--- src/rtl/simmem_pkg.sv ---
// Shared types and constants for the simulated memory write path.
//   waddr_req_t : write address request {id, addr, burst_length}
//   wdata_req_t : write data beat {id, data, last}
//   wresp_t     : write response {id, content}
package simmem_pkg;

    localparam int unsigned IdWidth     = 4;
    localparam int unsigned AxAddrWidth = 8;
    localparam int unsigned AxLenWidth  = 4;
    localparam int unsigned DataWidth   = 32;
    localparam int unsigned XRespWidth  = 3;

    localparam logic [XRespWidth-1:0] XRespOkay   = 3'b000;
    localparam logic [XRespWidth-1:0] XRespSlvErr = 3'b010;

    typedef struct packed {
        logic [IdWidth-1:0]     id;
        logic [AxAddrWidth-1:0] addr;
        logic [AxLenWidth-1:0]  burst_length;
    } waddr_req_t;

    typedef struct packed {
        logic [IdWidth-1:0]   id;
        logic [DataWidth-1:0] data;
        logic                 last;
    } wdata_req_t;

    typedef struct packed {
        logic [IdWidth-1:0]    id;
        logic [XRespWidth-1:0] content;
    } wresp_t;

    localparam int unsigned WriteAddrReqWidth = $bits(waddr_req_t);
    localparam int unsigned WriteRespWidth    = $bits(wresp_t);

    typedef enum logic {
        WAIT_ADDR,
        RECV_DATA
    } wresp_fsm_e;

endpackage

--- src/rtl/simmem_sync_fifo.sv ---
// Synchronous FIFO with registered storage; the head entry is read straight
// out of the storage array, so a push into an empty FIFO appears on data_o
// the following cycle.
//   clk_i, rst_i : clock, synchronous active-high reset
//   push_i/data_i: write request (dropped when full unless popping the same cycle)
//   pop_i        : remove head (caller guarantees non-empty)
//   data_o       : head entry
//   count_o      : current fill level (0..Depth)
module simmem_sync_fifo #(
    parameter int unsigned Width = 8,
    parameter int unsigned Depth = 4
) (
    input  logic                     clk_i,
    input  logic                     rst_i,
    input  logic                     push_i,
    input  logic [Width-1:0]         data_i,
    input  logic                     pop_i,
    output logic [Width-1:0]         data_o,
    output logic [$clog2(Depth):0]   count_o
);

    localparam int unsigned PtrW = $clog2(Depth);

    logic [Width-1:0] mem_q [Depth];
    logic [PtrW-1:0]  wptr_q, rptr_q;
    logic [PtrW:0]    cnt_q;
    logic             full, empty, do_push, do_pop;

    assign full    = (cnt_q == (PtrW+1)'(Depth));
    assign empty   = (cnt_q == '0);
    // Push into a full FIFO is legal only when the head leaves the same cycle.
    assign do_pop  = pop_i && !empty;
    assign do_push = push_i && (!full || do_pop);

    always_ff @(posedge clk_i) begin
        if (rst_i) begin
            wptr_q <= '0;
            rptr_q <= '0;
            cnt_q  <= '0;
        end else begin
            if (do_push) wptr_q <= wptr_q + 1'b1;
            if (do_pop)  rptr_q <= rptr_q + 1'b1;
            if (do_push && !do_pop)      cnt_q <= cnt_q + 1'b1;
            else if (do_pop && !do_push) cnt_q <= cnt_q - 1'b1;
        end
    end

    always_ff @(posedge clk_i) begin
        if (do_push) mem_q[wptr_q] <= data_i;
    end

    assign data_o  = mem_q[rptr_q];
    assign count_o = cnt_q;

endmodule

--- src/rtl/simmem_wresp_responder.sv ---
// Memory-side AXI write responder. Queues write addresses, consumes data
// beats for the burst at the head of the address queue and returns one
// response per closed burst, in address-acceptance order.
//   waddr_i/_valid_i/_ready_o : write address channel
//   wdata_i/_valid_i/_ready_o : write data channel
//   wresp_o/_valid_o/_ready_i : write response channel {id, content}
//   burst_err_o               : 1-cycle pulse after a burst closes with a
//                               length or id mismatch
module simmem_wresp_responder
    import simmem_pkg::*;
#(
    parameter int unsigned            AddrQueueDepth = 4,
    parameter int unsigned            RespQueueDepth = 4,
    parameter logic [AxAddrWidth-1:0] ErrAddrBase    = 8'hF0
) (
    input  logic                      clk_i,
    input  logic                      rst_i,
    input  waddr_req_t                waddr_i,
    input  logic                      waddr_in_valid_i,
    output logic                      waddr_in_ready_o,
    input  wdata_req_t                wdata_i,
    input  logic                      wdata_in_valid_i,
    output logic                      wdata_in_ready_o,
    output logic [WriteRespWidth-1:0] wresp_o,
    output logic                      wresp_out_valid_o,
    input  logic                      wresp_out_ready_i,
    output logic                      burst_err_o
);

    localparam int unsigned AcW = $clog2(AddrQueueDepth) + 1;
    localparam int unsigned RcW = $clog2(RespQueueDepth) + 1;

    wresp_fsm_e               state_q, state_d;
    logic [AxLenWidth-1:0]    beat_cnt_q, beat_cnt_d;
    logic                     id_err_q, id_err_d;
    logic                     burst_err_q, burst_err_d;

    logic [WriteAddrReqWidth-1:0] head_raw;
    waddr_req_t               head;
    logic [AcW-1:0]           addr_cnt;
    logic [RcW-1:0]           resp_cnt;
    logic                     addr_full, addr_empty, resp_full, resp_empty;
    logic                     addr_push, beat_acc, close, resp_pop;
    logic                     id_mis, len_mis, addr_err;
    wresp_t                   resp_new;

    assign head       = waddr_req_t'(head_raw);
    assign addr_full  = (addr_cnt == AcW'(AddrQueueDepth));
    assign addr_empty = (addr_cnt == '0);
    assign resp_full  = (resp_cnt == RcW'(RespQueueDepth));
    assign resp_empty = (resp_cnt == '0);

    assign waddr_in_ready_o  = !rst_i && !addr_full;
    assign wdata_in_ready_o  = !rst_i && (state_q == RECV_DATA) && !resp_full;
    assign wresp_out_valid_o = !rst_i && !resp_empty;
    assign burst_err_o       = burst_err_q;

    assign addr_push = waddr_in_valid_i && waddr_in_ready_o;
    assign beat_acc  = wdata_in_valid_i && wdata_in_ready_o;
    assign close     = beat_acc && wdata_i.last;
    assign resp_pop  = wresp_out_valid_o && wresp_out_ready_i;

    assign id_mis   = (wdata_i.id != head.id);
    assign len_mis  = (beat_cnt_q != head.burst_length);
    assign addr_err = (head.addr >= ErrAddrBase);

    always_comb begin
        resp_new.id      = head.id;
        resp_new.content = (addr_err || len_mis || id_err_q || id_mis) ? XRespSlvErr : XRespOkay;
    end

    simmem_sync_fifo #(
        .Width (WriteAddrReqWidth),
        .Depth (AddrQueueDepth)
    ) u_addr_q (
        .clk_i   (clk_i),
        .rst_i   (rst_i),
        .push_i  (addr_push),
        .data_i  (waddr_i),
        .pop_i   (close),
        .data_o  (head_raw),
        .count_o (addr_cnt)
    );

    simmem_sync_fifo #(
        .Width (WriteRespWidth),
        .Depth (RespQueueDepth)
    ) u_resp_q (
        .clk_i   (clk_i),
        .rst_i   (rst_i),
        .push_i  (close),
        .data_i  (resp_new),
        .pop_i   (resp_pop),
        .data_o  (wresp_o),
        .count_o (resp_cnt)
    );

    always_ff @(posedge clk_i) begin
        if (rst_i) begin
            state_q     <= WAIT_ADDR;
            beat_cnt_q  <= '0;
            id_err_q    <= 1'b0;
            burst_err_q <= 1'b0;
        end else begin
            state_q     <= state_d;
            beat_cnt_q  <= beat_cnt_d;
            id_err_q    <= id_err_d;
            burst_err_q <= burst_err_d;
        end
    end

    always_comb begin
        state_d     = state_q;
        beat_cnt_d  = beat_cnt_q;
        id_err_d    = id_err_q;
        burst_err_d = 1'b0;
        unique case (state_q)
            WAIT_ADDR: begin
                if (!addr_empty) begin
                    state_d    = RECV_DATA;
                    beat_cnt_d = '0;
                end
            end
            RECV_DATA: begin
                if (close) begin
                    beat_cnt_d  = '0;
                    id_err_d    = 1'b0;
                    burst_err_d = len_mis || id_err_q || id_mis;
                    // Another head remains if more than one entry was queued
                    // or a new address lands in the same cycle as the pop.
                    state_d = ((addr_cnt > AcW'(1)) || addr_push) ? RECV_DATA : WAIT_ADDR;
                end else if (beat_acc) begin
                    beat_cnt_d = (beat_cnt_q == '1) ? beat_cnt_q : beat_cnt_q + 1'b1;
                    id_err_d   = id_err_q || id_mis;
                end
            end
            default: state_d = WAIT_ADDR;
        endcase
    end

endmodule

--- config.mk ---
export PLATFORM = sky130hd
export DESIGN_NAME = simmem_wresp_responder
export DESIGN_NICKNAME = d
export VERILOG_FILES = /design/src/rtl/simmem_pkg.sv /design/src/rtl/simmem_sync_fifo.sv /design/src/rtl/simmem_wresp_responder.sv
export SDC_FILE = /design/constraint.sdc
export NUM_CORES = 1
export LEC_CHECK = 0
export CAP_MARGIN = 10
export CELL_PAD_IN_SITES_DETAIL_PLACEMENT = 1
export CELL_PAD_IN_SITES_GLOBAL_PLACEMENT = 1
export CORE_MARGIN = 10
export CORE_UTILIZATION = 39
export DETAILED_ROUTE_END_ITERATION = 10
export PLACE_DENSITY_LB_ADDON = 0.1
export SKIP_LAST_GASP = 1
export SYNTH_ARGS = -nofsm -noshare
export SYNTH_HDL_FRONTEND = slang
export SYNTH_SLANG_ARGS = --single-unit
--- constraint.sdc ---
create_clock -name clk_i -period 5.28 [get_ports clk_i]
set_clock_uncertainty 0.2 [all_clocks]
set_input_delay 0.528 -clock clk_i [delete_from_list [all_inputs] [get_ports clk_i]]
set_output_delay 0.528 -clock clk_i [all_outputs]
set_load 0.05 [all_outputs]
==> impl_results.md <==
* Outcome: completed
* Area contributors post-synth: edfxtp_1 54%, dfxtp_1 13%, mux4_2 7.7%
* Num CTS Buffers at 9
* Rows at 35
* DR WL met2 at 3.45 mm
* Hold buffer count at cts at 0
* Post-synth cell types at 37
* LEAKAGE at ~1.5 nW
* Total of max-cap violations at 0
* First-pass GRT wire length at 11.7 mm
* Layout cells sized above 1 at 0.113
* IO Count at 69
* Max Root-Sink Buffers at 2
* Routed wire length per instance at roughly 16 microns
* Worst hold slack at ~0.3 ns
* Hpwl dp at 4.82 mm
* DR vias at 2,079
* #FFs+latches synth at 93
* CP max FO at 27
* Final ANT Viol Nets at 0
* Net Sw Power at 0.000375 W
* WL final at 6.87 mm
* Synthesized area at 3800 sq um
* Sequential Power Share at 0.576
* Setup WS pre-CTS at between 1 and 1.5 ns
* Post-cts resize count at 0
* WP data required at 5.38 ns
* TritonCTS Sinks at 93
* Postcts setup bufs at 0
* Die Height at 119 microns
* Highest metal used: met4
* Setup ws final at about 1.9 ns
* Die W at about 120 microns
* Wire length on met1 at just over 3 mm
* Clk_lat worst skew at 0.36 ns
* RSZ-0062 raised after global routing: no
* Area grow syn2layout at 16.1%
* Routability cong. at between 0.7 and 0.8
* # DRC at 0
* Ys async rst share at 0
* Overflow after GRT at 0
* Most common cell after layout, fill and taps aside: edfxtp_1
* Ant. Diodes at 0
* First drt pass iteration count at 6
* Syn avg cell area at between 15 and 20 sq um
* Largest net degree at the start of global routing at 28
* Clk root buf: clkbuf_8
* Combinational Power Share at 0.109
* IO Port Bufs at 30
* Placeable Area at approximately 9400 sq um
* # H-tree levels at 3
* Worst setup EP type: register
* # setup viols final at 0
* Die area at 14,100 sq um
* Starting density of the core at 0.405
* Worst min path class: reg2reg
* Clock share of power at 0.315
* Setup TNS at 0 ns
* CP Class: in2reg
* Clock Pin Slew Worst Setup and Hold Paths at 0.10 ns
* All-layer global routing usage at 0.103
* Fmax at 293 MHz
* Max rail drop VDD at 163 uV
* Share of the synthesized area in the top cell type at 0.538
* Dominant synthesized flop cell: edfxtp_1
* Initial drt markers at 82
* Most frequent cells in the layout: 68 x edfxtp_1, 30 x clkdlybuf4s50_1, 25 x dfxtp_1
* Fillers at about 990
* Final-report hold violation count at 0
* Number of global-route vias before repair at 2,317
* Sequential element share of the synthesized area at 0.670
* Post-synth top area cell: edfxtp_1
* Slew HR at 0.513
* Worst slew pin tran at 0.730 ns
* WL met3 at 203 microns
* Antenna violations before repair at 0
* Via-to-Cell Ratio at 4.95
* Tcrit/Tclk final at 0.647
* Post-synth EDFFs at 68
* Cell Pwr Density at 325 nW/um^2
* P_int at 0.00106 W
* CP startpoint kind: input pin
* Final nets at between 300 and 400
* Switching share of power at 0.262
* Ys Warns at 0
* Post-Syn Instances at 253
* Fin crit period at 3.42 ns
* Slew Limit Fails at 0
* Data arrival, critical path at 3.51 ns
* CTS tree: built
## synth_stat cells (2+ instances only)
master    instances
nor2_1           17
xnor2_1           6
ha_1             15
and3_1            5
edfxtp_1         68
o221ai_1          2
mux4_2           13
and2_1            5
nand3_1           6
buf_2             2
nor3_1            4
xor2_1           11
nand2_1          13
o21ai_0           5
a21oi_1          11
nand2b_1          2
buf_4             2
dfxtp_1          25
clkbuf_1          6
nand3b_1          2
inv_1            10
or3_1             3
nand4_1           3
nor2b_1           2
mux2i_1           3
## final cells by class
cell class / instances / area [sq um] / area share
inverters: 10 / 37.5 / 0.00852
clock buffers: 9 / 124 / 0.0281
multi-input cells: 141 / 1170 / 0.266
clock inverters: 7 / 62.6 / 0.0142
flip-flops and latches: 93 / 2540 / 0.577
repair buffers: 31 / 308 / 0.0698
well taps: 129 / 161 / 0.0366
## worst paths after layout
kind / startpoint / endpoint / slack, ns / depth (start not counted)
worst max register to register: u_resp_q.count_o[0] / u_resp_q.count_o[2] / 2.33 / 10
worst min-delay path: u_addr_q.rptr_q[0] / u_addr_q.rptr_q[0] / 0.30 / 2
worst min register to register: u_addr_q.rptr_q[0] / u_addr_q.rptr_q[0] / 0.30 / 2
worst max-delay path: rst_i / u_resp_q.count_o[2] / 1.86 / 12
## critical path, cell delays in order
cell and delay [ns]:
clkdlybuf4s50_1 0.39, buf_4 0.22, nand2b_1 0.22, nor3b_2 0.34
nand2_1 0.16, inv_1 0.33, ha_1 0.26, inv_1 0.06
fa_1 0.37, xor2_1 0.18, or3_1 0.30, a21oi_1 0.14
## power by group through the flow
stage,Clock [W],Combinational (W),Sequential [W]
6_report,0.000451,0.000156,0.000824
4_1_cts,0.000470,0.000159,0.000825
3_5_place_dp,0,0.000158,0.000842
5_1_grt,0.000498,0.000175,0.000829
3_3_place_gp,0,0.000156,0.000841
2_1_floorplan,0,0.000110,0.000836
## metrics by stage
step,util,cells,power [W],cell area (sq um)
floorplan,-,254,0.000946,3800
global placement,0.450,404,0.000998,4220
detailed placement,0.450,404,0.00100,4220
CTS,0.470,420,0.00145,4410
global route,0.470,420,0.00150,4410
finish,0.470,420,0.00143,4410
## layer usage
layer | up-vias | track usage
li1 | 998 | -
met1 | 1043 | 0.120
met2 | 27 | 0.173
met3 | 11 | 0.0243
met4 | 0 | 0.0527
met5 | - | 0
## flip-flops by register name (all words and copies together) (netlist names), named ones only
register and count:
u_addr_q.count_o 3, state_q 1, beat_cnt_q 4, burst_err_o 1
id_err_q 1, u_resp_q.count_o 3, u_resp_q.wptr_q 2, u_addr_q.rptr_q 2
u_resp_q.rptr_q 2, u_addr_q.mem_q 48, u_addr_q.wptr_q 2, u_resp_q.mem_q 20
## logic make-up (layout without fill, tap and decap cells)
logic type                 Yosys count  in the layout  share of synthesized area
DFF                                 93             93                      0.670
and+or+nand+nor                     67             67                     0.0920
AOI/OAI and AO/OA                   23             23                     0.0359
buffers and inverters               20             57                     0.0224
xor gates and xnor gates            17             17                     0.0392
adders and majority gates           16             16                     0.0547
muxes                               16             16                     0.0850
other                                1              2                   0.000988
(Power assumes the default switching activity.)
